File: config.mk
export PLATFORM = sky130hd
export DESIGN_NAME = rf_sequencer_flat
export DESIGN_NICKNAME = d
export VERILOG_FILES = /design/src/rtl/calc_pkg.sv /design/src/rtl/rf_sequencer_if.sv /design/src/rtl/calc_alu.sv /design/src/rtl/rf_sequencer.sv /design/src/flat_wrapper.sv
export SDC_FILE = /design/constraint.sdc
export NUM_CORES = 1
export LEC_CHECK = 0
export CAP_MARGIN = 20
export CORE_MARGIN = 2
export CORE_UTILIZATION = 44
export CTS_CLUSTER_SIZE = 28
export DETAILED_ROUTE_END_ITERATION = 6
export DONT_BUFFER_PORTS = 1
export GPL_TIMING_DRIVEN = 1
export PLACE_DENSITY = 0.6
export RECOVER_POWER = 100
export SYNTH_ARGS = -nofsm -noshare
export SYNTH_HDL_FRONTEND = slang
export SYNTH_SLANG_ARGS = --single-unit
File: constraint.sdc
create_clock -name clk -period 1.69 [get_ports clk]
set_input_delay 0.169 -clock clk [delete_from_list [all_inputs] [get_ports clk]]
set_output_delay 0.169 -clock clk [all_outputs]
set_load 0.01 [all_outputs]
File: src/rtl/calc_pkg.sv
`default_nettype none
// ============================================================================
// Module   : calc_pkg
// Purpose  : Shared widths, opcodes and sequencer state encoding for the
//            calculator register-file datapath.
// Revision : 1.0  initial release
// ============================================================================
package calc_pkg;

    localparam int CALC_DW = 3;
    localparam int CALC_AW = 2;

    localparam logic [2:0] OP_LOAD = 3'b000;
    localparam logic [2:0] OP_ADD  = 3'b001;
    localparam logic [2:0] OP_SUB  = 3'b010;
    localparam logic [2:0] OP_AND  = 3'b011;
    localparam logic [2:0] OP_OR   = 3'b100;
    localparam logic [2:0] OP_MUL  = 3'b101;
    localparam logic [2:0] OP_MOV  = 3'b110;
    localparam logic [2:0] OP_ILL  = 3'b111;

    typedef enum logic [2:0] {
        S_IDLE = 3'd0,
        S_RD   = 3'd1,
        S_EX   = 3'd2,
        S_WB   = 3'd3,
        S_DONE = 3'd4
    } state_t;

endpackage
`default_nettype wire

File: src/rtl/rf_sequencer_if.sv
`default_nettype none
// ============================================================================
// Module   : rf_sequencer_if
// Purpose  : Register-file bus between the sequencer (master) and RF (slave).
// Revision : 1.0  initial release
// ============================================================================
interface rf_sequencer_if #(
    parameter int DW = 3,
    parameter int AW = 2
);
    logic          rea;
    logic          reb;
    logic [AW-1:0] raa;
    logic [AW-1:0] rab;
    logic          we;
    logic [AW-1:0] wa;
    logic [DW-1:0] din;
    logic [DW-1:0] douta;
    logic [DW-1:0] doutb;

    modport master (
        output rea, reb, raa, rab, we, wa, din,
        input  douta, doutb
    );

    modport slave (
        input  rea, reb, raa, rab, we, wa, din,
        output douta, doutb
    );
endinterface
`default_nettype wire

File: src/rtl/calc_alu.sv
`default_nettype none
// ============================================================================
// Module   : calc_alu
// Purpose  : Single-cycle ADD/SUB/AND/OR/MOV with carry/borrow flag.
// Revision : 1.0  initial release
// ============================================================================
module calc_alu
    import calc_pkg::*;
#(
    parameter int DW = CALC_DW
) (
    input  wire logic [2:0]    op,
    input  wire logic [DW-1:0] a,
    input  wire logic [DW-1:0] b,
    output logic      [DW-1:0] result,
    output logic               ovf
);

    logic [DW:0] w_sum;
    logic [DW:0] w_diff;

    always_comb begin
        w_sum  = {1'b0, a} + {1'b0, b};
        // MSB of the extended difference is the borrow, i.e. a < b
        w_diff = {1'b0, a} - {1'b0, b};
        result = '0;
        ovf    = 1'b0;
        case (op)
            OP_ADD: begin
                result = w_sum[DW-1:0];
                ovf    = w_sum[DW];
            end
            OP_SUB: begin
                result = w_diff[DW-1:0];
                ovf    = w_diff[DW];
            end
            OP_AND:  result = a & b;
            OP_OR:   result = a | b;
            OP_MOV:  result = a;
            default: result = '0;
        endcase
    end

endmodule
`default_nettype wire

File: src/rtl/rf_sequencer.sv
`default_nettype none
// ============================================================================
// Module   : rf_sequencer
// Purpose  : Issues RF read/execute/write-back for one instruction per go/done.
//            RF_SEQUENCER_MUL_EN enables the multi-cycle shift-add multiply.
// Revision : 1.0  initial release
// ============================================================================
module rf_sequencer
    import calc_pkg::*;
#(
    parameter int DW = CALC_DW,
    parameter int AW = CALC_AW
) (
    input  wire logic          clk,
    input  wire logic          rst,
    input  wire logic          go,
    input  wire logic [2:0]    op,
    input  wire logic [AW-1:0] src_a,
    input  wire logic [AW-1:0] src_b,
    input  wire logic [AW-1:0] dst,
    input  wire logic [DW-1:0] imm,
    output logic               busy,
    output logic               done,
    output logic      [DW-1:0] result,
    output logic               ovf,
    output logic               err,
    rf_sequencer_if.master     rf
);

`ifdef RF_SEQUENCER_MUL_EN
    localparam bit c_mul_en = 1'b1;
    localparam int c_cw     = (DW > 1) ? $clog2(DW) : 1;
    logic [2*DW-1:0] acc_q, acc_d, w_acc_nxt;
    logic [c_cw-1:0] cnt_q, cnt_d;
`else
    localparam bit c_mul_en = 1'b0;
`endif

    state_t        state_q, state_d;
    logic [2:0]    op_q, op_d;
    logic [AW-1:0] src_a_q, src_a_d, src_b_q, src_b_d, dst_q, dst_d;
    logic [DW-1:0] opa_q, opa_d, opb_q, opb_d;
    logic [DW-1:0] wres_q, wres_d;
    logic          wovf_q, wovf_d;
    logic [DW-1:0] result_q, result_d;
    logic          ovf_q, ovf_d, err_q, err_d;

    logic          w_legal;
    logic [DW-1:0] w_alu_res;
    logic          w_alu_ovf;

    assign w_legal = (op != OP_ILL) && ((op != OP_MUL) || c_mul_en);

    calc_alu #(.DW(DW)) u_alu (
        .op     (op_q),
        .a      (opa_q),
        .b      (opb_q),
        .result (w_alu_res),
        .ovf    (w_alu_ovf)
    );

    always_comb begin
        state_d  = state_q;
        op_d     = op_q;
        src_a_d  = src_a_q;
        src_b_d  = src_b_q;
        dst_d    = dst_q;
        opa_d    = opa_q;
        opb_d    = opb_q;
        wres_d   = wres_q;
        wovf_d   = wovf_q;
        result_d = result_q;
        ovf_d    = ovf_q;
        err_d    = err_q;
`ifdef RF_SEQUENCER_MUL_EN
        acc_d     = acc_q;
        cnt_d     = cnt_q;
        w_acc_nxt = acc_q + (opb_q[cnt_q] ? ({{DW{1'b0}}, opa_q} << cnt_q) : '0);
`endif
        case (state_q)
            S_IDLE: begin
                if (go) begin
                    op_d    = op;
                    src_a_d = src_a;
                    src_b_d = src_b;
                    dst_d   = dst;
                    if (op == OP_LOAD) begin
                        wres_d  = imm;
                        wovf_d  = 1'b0;
                        state_d = S_WB;
                    end else if (!w_legal) begin
                        err_d   = 1'b1;
                        state_d = S_DONE;
                    end else begin
                        state_d = S_RD;
                    end
                end
            end
            S_RD: begin
                opa_d   = rf.douta;
                opb_d   = rf.doutb;
                state_d = S_EX;
`ifdef RF_SEQUENCER_MUL_EN
                acc_d   = '0;
                cnt_d   = '0;
`endif
            end
            S_EX: begin
`ifdef RF_SEQUENCER_MUL_EN
                if (op_q == OP_MUL) begin
                    acc_d  = w_acc_nxt;
                    cnt_d  = cnt_q + 1'b1;
                    wres_d = w_acc_nxt[DW-1:0];
                    wovf_d = |w_acc_nxt[2*DW-1:DW];
                    if (cnt_q == c_cw'(DW-1)) state_d = S_WB;
                end else
`endif
                begin
                    wres_d  = w_alu_res;
                    wovf_d  = w_alu_ovf;
                    state_d = S_WB;
                end
            end
            S_WB: begin
                result_d = wres_q;
                ovf_d    = wovf_q;
                err_d    = 1'b0;
                state_d  = S_DONE;
            end
            S_DONE:  state_d = S_IDLE;
            default: state_d = S_IDLE;
        endcase
    end

    always_ff @(posedge clk or posedge rst) begin
        if (rst) begin
            state_q  <= S_IDLE;
            op_q     <= '0;
            src_a_q  <= '0;
            src_b_q  <= '0;
            dst_q    <= '0;
            opa_q    <= '0;
            opb_q    <= '0;
            wres_q   <= '0;
            wovf_q   <= 1'b0;
            result_q <= '0;
            ovf_q    <= 1'b0;
            err_q    <= 1'b0;
`ifdef RF_SEQUENCER_MUL_EN
            acc_q    <= '0;
            cnt_q    <= '0;
`endif
        end else begin
            state_q  <= state_d;
            op_q     <= op_d;
            src_a_q  <= src_a_d;
            src_b_q  <= src_b_d;
            dst_q    <= dst_d;
            opa_q    <= opa_d;
            opb_q    <= opb_d;
            wres_q   <= wres_d;
            wovf_q   <= wovf_d;
            result_q <= result_d;
            ovf_q    <= ovf_d;
            err_q    <= err_d;
`ifdef RF_SEQUENCER_MUL_EN
            acc_q    <= acc_d;
            cnt_q    <= cnt_d;
`endif
        end
    end

    // RF strobes decode straight from the state flops so async reset kills them at once
    assign busy   = (state_q != S_IDLE);
    assign done   = (state_q == S_DONE);
    assign result = result_q;
    assign ovf    = ovf_q;
    assign err    = err_q;
    assign rf.rea = (state_q == S_RD);
    assign rf.reb = (state_q == S_RD);
    assign rf.raa = src_a_q;
    assign rf.rab = src_b_q;
    assign rf.we  = (state_q == S_WB);
    assign rf.wa  = dst_q;
    assign rf.din = wres_q;

endmodule
`default_nettype wire
File: src/flat_wrapper.sv
// flat-port wrapper written by rule: the top's interface ports become plain ports
module rf_sequencer_flat import calc_pkg::*;
#(
    parameter int DW = CALC_DW,
    parameter int AW = CALC_AW
)
  (clk, rst, go, op, src_a, src_b, dst, imm, busy, done, result, ovf, err, rf_rea, rf_reb, rf_raa, rf_rab, rf_we, rf_wa, rf_din, rf_douta, rf_doutb);
  rf_sequencer_if #(.DW(DW), .AW(AW)) rf_i ();
  input  wire logic clk;
  input  wire logic rst;
  input  wire logic go;
  input  wire logic [2:0] op;
  input  wire logic [AW-1:0] src_a;
  input  wire logic [AW-1:0] src_b;
  input  wire logic [AW-1:0] dst;
  input  wire logic [DW-1:0] imm;
  output logic busy;
  output logic done;
  output logic      [DW-1:0] result;
  output logic ovf;
  output logic err;
  output wire logic [$bits(rf_i.rea)-1:0] rf_rea;
  output wire logic [$bits(rf_i.reb)-1:0] rf_reb;
  output wire logic [$bits(rf_i.raa)-1:0] rf_raa;
  output wire logic [$bits(rf_i.rab)-1:0] rf_rab;
  output wire logic [$bits(rf_i.we)-1:0] rf_we;
  output wire logic [$bits(rf_i.wa)-1:0] rf_wa;
  output wire logic [$bits(rf_i.din)-1:0] rf_din;
  input wire logic [$bits(rf_i.douta)-1:0] rf_douta;
  input wire logic [$bits(rf_i.doutb)-1:0] rf_doutb;
  assign rf_rea = rf_i.rea;
  assign rf_reb = rf_i.reb;
  assign rf_raa = rf_i.raa;
  assign rf_rab = rf_i.rab;
  assign rf_we = rf_i.we;
  assign rf_wa = rf_i.wa;
  assign rf_din = rf_i.din;
  assign rf_i.douta = rf_douta;
  assign rf_i.doutb = rf_doutb;
  rf_sequencer #(.DW(DW), .AW(AW)) u_core (.clk(clk), .rst(rst), .go(go), .op(op), .src_a(src_a), .src_b(src_b), .dst(dst), .imm(imm), .busy(busy), .done(done), .result(result), .ovf(ovf), .err(err), .rf(rf_i));
endmodule
# Word level (Yosys, flattened, before mapping)
# Cells that the tools add are included.
[word_totals] register_bits=27 in_bits=21 out_inout_bits=19
[op_classes] add_sub_neg=2 n_eq_ne=15 n_mux=16 bitwise=2 n_reduce_logical=9
[op_table] op="3-bit 2-to-1 mux" n=5
[op_table] op="3-bit one-hot mux with 5 select lines" n=1
[op_table] op="3-bit by 2-bit equality test with 1-bit output (second input constant)" n=4
[op_table] op="3-bit one-hot mux with 4 select lines" n=1
[op_table] op="3-bit equality test (second input constant)" n=3
[op_table] op="3-bit by 1-bit equality test with 1-bit output (second input constant)" n=2
[op_table] op="3-bit logical NOT" n=2
[op_table] op="2-bit != test (second input constant)" n=3
[op_table] op="3-bit != test (second input constant)" n=2
[op_table] op="1-bit one-hot mux with 2 select lines" n=3
[op_table] op="3-bit one-hot mux with 2 select lines" n=1
[op_table] op="1-bit 2-to-1 mux" n=5
[op_table] op="3-bit by 3-bit adder with 4-bit output" n=1
[op_table] op="4-bit AND reduction" n=1
[op_table] op="2-bit nonzero test" n=2
[op_table] op="3-bit by 3-bit subtractor with 4-bit output" n=1
[op_table] op="3-bit AND" n=1
[op_table] op="3-bit OR" n=1
[op_table] op="3-bit AND reduction" n=1
[op_table] op="3-bit nonzero test" n=1
[op_table] op="2-bit by 1-bit != test with 1-bit output (second input constant)" n=1
[op_table] op="2-bit AND reduction" n=1
[op_table] op="1-bit logical AND" n=1

# Depth between registers and ports, before layout
[depth] depth_word=6 depth_mapped=7 depth_no_buf=7

# By module
# Synthesis repeated with hierarchy kept, for this count alone.
[unflattened] cells_unflattened=134 area_unflattened_um2=1572.8
[by_module_without_submodules] mod="rf_sequencer" n_inst=1 cells_per_inst=86 area_per_inst_um2=1177.4 seq_area_each_um2=675.6
[by_module_without_submodules] mod="calc_alu" n_inst=1 cells_per_inst=48 area_per_inst_um2=395.4 seq_area_each_um2=0.0

# Worst setup path after synthesis
# Ideal clock, no wire load.
[synth_path] path_type="reg-to-reg" from="reg u_core.opb_q[0]" to="reg u_core.wres_q[0], in the netlist u_core.rf.din[0]" t_arrival_ps=1499 required_time_ps=1564 slack_ps=65 path_stages_with_launch=7 path_buffers=0 synth_period_minus_slack_ps=1625 cell_sequence="dfrtp_1 inv_1 ha_1 mux2_2 a221oi_1 a211oi_1 a221o_1"
[synth_between] elab_chain_len=3 word_cells_on_any_way=6
[synth_rtl] item="from (decl)" line="rf_sequencer.sv:42" source="logic [DW-1:0] opa_q, opa_d, opb_q, opb_d;"
[synth_rtl] item="from (signal assigned)" line="rf_sequencer.sv:160" source="opb_q <= opb_d;"
[synth_rtl] item="3-bit by 3-bit subtractor with 4-bit output, or another cell as far along" line="calc_alu.sv:25" source="w_diff = {1'b0, a} - {1'b0, b};"
[synth_rtl] item="3-bit one-hot mux with 5 select lines (*)" line="calc_alu.sv:28" source="case (op)"
[synth_rtl] item="3-bit one-hot mux with 2 select lines (*)" line="rf_sequencer.sv:80" source="case (state_q)"
[synth_rtl] item="to (signal assigned)" line="rf_sequencer.sv:161" source="wres_q <= wres_d;"
[synth_rtl] item="to (decl)" line="rf_sequencer.sv:43" source="logic [DW-1:0] wres_q, wres_d;"
# Every way passes the cells marked *; elsewhere a longest branch is shown, timed or not.
# A chain may end at the register's enable or synchronous reset.

# Worst setup path in the final report
[layout_path] from="reg u_core.opa_q[0]" to="reg u_core.wres_q[0], in the netlist u_core.rf.din[0]"
[layout_between] elab_chain_len=3 word_cells_on_any_way=6
[layout_rtl] item="from (decl)" line="rf_sequencer.sv:42"
[layout_rtl] item="from (signal assigned)" line="rf_sequencer.sv:159" source="opa_q <= opa_d;"
[layout_rtl] item="3-bit by 3-bit subtractor with 4-bit output, or another cell as far along" line="calc_alu.sv:25"
[layout_rtl] item="3-bit one-hot mux with 5 select lines (*)" line="calc_alu.sv:28"
[layout_rtl] item="3-bit one-hot mux with 2 select lines (*)" line="rf_sequencer.sv:80"
# Marked as above.

==> metrics.md <==
| Metric | Value |
|---|---|
| Root buf cell | `clkbuf_4` |
| Distinct cells, synth | `39` |
| Diode count | `0` |
| Gp weighted congestion | `between 0.8 and 0.9` |
| Initial DRT Pass Iterations | `4` |
| Violated checks | `negative setup slack` |
| Total gr overflow | `0` |
| Clock Skew | `~1.1 ps` |
| Finished Layout Cells | `221` |
| Layout cells sized above 1 | `0.303` |
| Total Wirelength | `approximately 3.1 mm` |
| Crit path launch type | `flop` |
| Yosys Warn Count | `0` |
| 1st-iter DRT viols | `57` |
| Clk_lat worst skew | `~320 ps` |
| Die Wd | `62.1 µm` |
| Largest area contributor in the netlist | `dfrtp_1` |
| Worst slew pin tran | `roughly 640 ps` |
| Final core occ | `0.592` |
| Clock Path Buffers | `2` |
| R2r setup slk | `-20 ps` |
| Die area | `about 3900 µm²` |
| Max frequency | `about 580 MHz` |
| CTS tree | `done` |
| Ports | `40` |
| Htree depth | `1` |
| Dpl cells | `between 150 and 200` |
| First-pass GRT wire length | `approximately 4.8 mm` |
| CTS Sinks | `27` |
| PnR worst setup slack | `-23.1 ps` |
| Post-DRT Antenna Nets | `0` |
| Post-synth top area share | `0.455` |
| Total GRT Usage | `0.169` |
| Mapped Nets | `~170` |
| CP Max Fanout | `3` |
| Crit. End Element | `flop` |
| Initial antenna violation count | `0` |
| Start of the worst register-to-register path | `u_core.opa_q[0]` |
| Avg WL per Cell | `about 14 µm` |
| Post-route DRC violation count | `0` |
| VDD IR-drop max | `between 700 and 800 µV` |
| Final cycle utilization of the critical path | `1.01` |
| Fin crit period | `approximately 1700 ps` |
| Worst slew margin | `0.575` |
| Fin nets | `208` |
| CP startpoint | `u_core.opa_q[0]` |
| PD cells | `1920 nW/µm²` |
| WHS | `approximately 37 ps` |
| Cell Area, Synth | `1480 µm²` |
| Port bufs | `0` |
| Critical path class | `reg2reg` |
| Die Y-Extent | `between 60 and 70 µm` |
| Setup_tns | `-34.6 ps` |
| Max Transition Viols Final | `0` |
| Most frequent cells in the layout | `27 x dfrtp_1, 20 x dlygate4sd3_1, 13 x mux2_2, 13 x buf_4, 10 x nand2_1` |
| Pleak | `between 0.8 and 0.9 nW` |
| Worst EP required | `about 1900 ps` |
| Length in cells of the worst reg-to-reg path | `6` |
| Vias in the first global route | `between 1000 and 1500` |
| Max cap viols | `0` |
| Register area share after synthesis | `0.455` |
| Synth area leaders | `dfrtp_1 46%, mux2_2 11%, ha_1 7.6%` |
| Yosys reg bits | `27` |
| Final Hold Vio Count | `0` |
| Most common cell after layout, fill and taps aside | `dfrtp_1` |
| Vias per inst | `~5.2` |
| Initial core utilization | `0.452` |
| Core area | `approximately 3300 µm²` |
| Num CTS Buffers | `3` |
| Syn-to-layout area delta | `31.0%` |
| Worst setup path end | `u_core.rf.din[0]` |
| Largest net degree at the start of global routing | `28` |
| CP arrival | `about 1900 ps` |
| Post-synthesis cell count | `140` |
| CTS clk-pin slew, worst paths | `140 ps` |
| Hold Crit Class | `in2reg` |
| Status | `finished with violations` |
| Reg2Reg Capture Point | `u_core.rf.din[0]` |
| Synthesized area per cell | `roughly 11 µm²` |
| HPWL after detailed placement | `roughly 2.1 mm` |
| Num rows | `21` |
| Vias | `roughly 1200` |
| Final setup viols | `2` |
| Unrepaired setup endpoints after global routing | `yes` |
-- how the worst min path moves through the flow --
stage	depth (start not counted)	to	start
2_1_floorplan	1	u_core.err	rst
3_3_place_gp	2	u_core.rf.wa[0]	rst
3_5_place_dp	2	u_core.rf.wa[0]	rst
4_1_cts	2	u_core.err	op[2]
5_1_grt	2	u_core.state_q[1]	op[1]
6_report	2	u_core.state_q[0]	go
-- cell usage after synthesis --
master     number
nor3b_1         2
fa_1            2
a221o_1         1
a221oi_1        3
a22oi_1         2
and2_1          1
a21oi_1         6
nor3_1          1
a211o_1         2
mux2_2         14
clkbuf_2        1
nor4_1          1
nand4_1         1
o21a_1          1
o2111ai_1       1
clkbuf_1        4
a211oi_1        1
o31ai_1         1
o21ai_1         1
nor2b_1         4
inv_1          10
dfrtp_1        27
buf_4           1
nor2_1          9
buf_2           2
nand2b_1        1
xor2_1          1
or4b_4          1
a31oi_1         1
nand3b_1        1
and3_1          1
nand2_1        10
or4b_1          2
a21o_1          1
o21ai_0        10
or3b_1          1
ha_1            9
a2bb2oi_1       1
xnor2_1         1
-- layout make-up --
type                       count  area, µm²
sequential                    27        676
clock inverter                 1       5.00
inverter                      10       37.5
timing repair buffer          39        335
fill                         281       1340
multi-input combinational     95        811
clock buffer                   3       22.5
tap                           46       57.6
-- cell families after synthesis --
| family | share of synthesized area |
|---|---|
| adder cells (fa/ha/maj) | 0.103 |
| XOR/XNOR | 0.0118 |
| buffers and inverters | 0.0506 |
| AO/OA/AOI/OAI | 0.140 |
| AND/OR/NAND/NOR | 0.133 |
| flip-flops | 0.455 |
| multiplexers | 0.106 |
-- metrics by stage --
stage	worst slack, ps	total power (W)	instance area [µm²]
after floorplan	65.2	0.00253	1480
after global placement	-8.29	0.00301	1630
after detailed placement	-85.9	0.00307	1630
after CTS	-7.44	0.00356	1920
after global routing	-108	0.00407	1940
final	-23.1	0.00373	1940
-- critical path: stages, from the launching register on --
cell and delay [ps]:
dfrtp_1 420, inv_2 120, ha_4 220, mux2_4 280, a221oi_4 260, a211oi_2 60, a221o_1 270
-- per-layer routing --
| layer | track usage | part of all wire | routed length (µm) | vias to the layer above |
|---|---|---|---|---|
| met5 | 0 | 0 | 0 | - |
| met4 | 0.0638 | 0.014 | 43 | 0 |
| met3 | 0.0393 | 0.045 | 140 | 6 |
| met1 | 0.210 | 0.43 | 1330 | 562 |
| met2 | 0.286 | 0.51 | 1610 | 32 |
| li1 | - | - | - | 559 |
-- power breakdown --
part           switching [W]  internal [W]
sequential          0.000371      0.000959
combinational        0.00103       0.00110
clock               0.000185     0.0000888
total                0.00159       0.00214
-- what timing repair did --
item	in CTS	in global routing
resized for setup	13	11
hold endpoints to repair	46	0
hold buffers	20	0
pin swaps	6	6
setup buffers	2	1
setup endpoints to repair	3	13
-- registers in the layout, summed over array words and instances (netlist names), 2 cells and up --
name and cells:
u_core.result 3, u_core.rf.rab 2, u_core.state_q 3, u_core.rf.wa 2, u_core.rf.din 3, u_core.op_q 3
u_core.opb_q 3, u_core.opa_q 3, u_core.rf.raa 2
(Power assumes the default switching activity.)
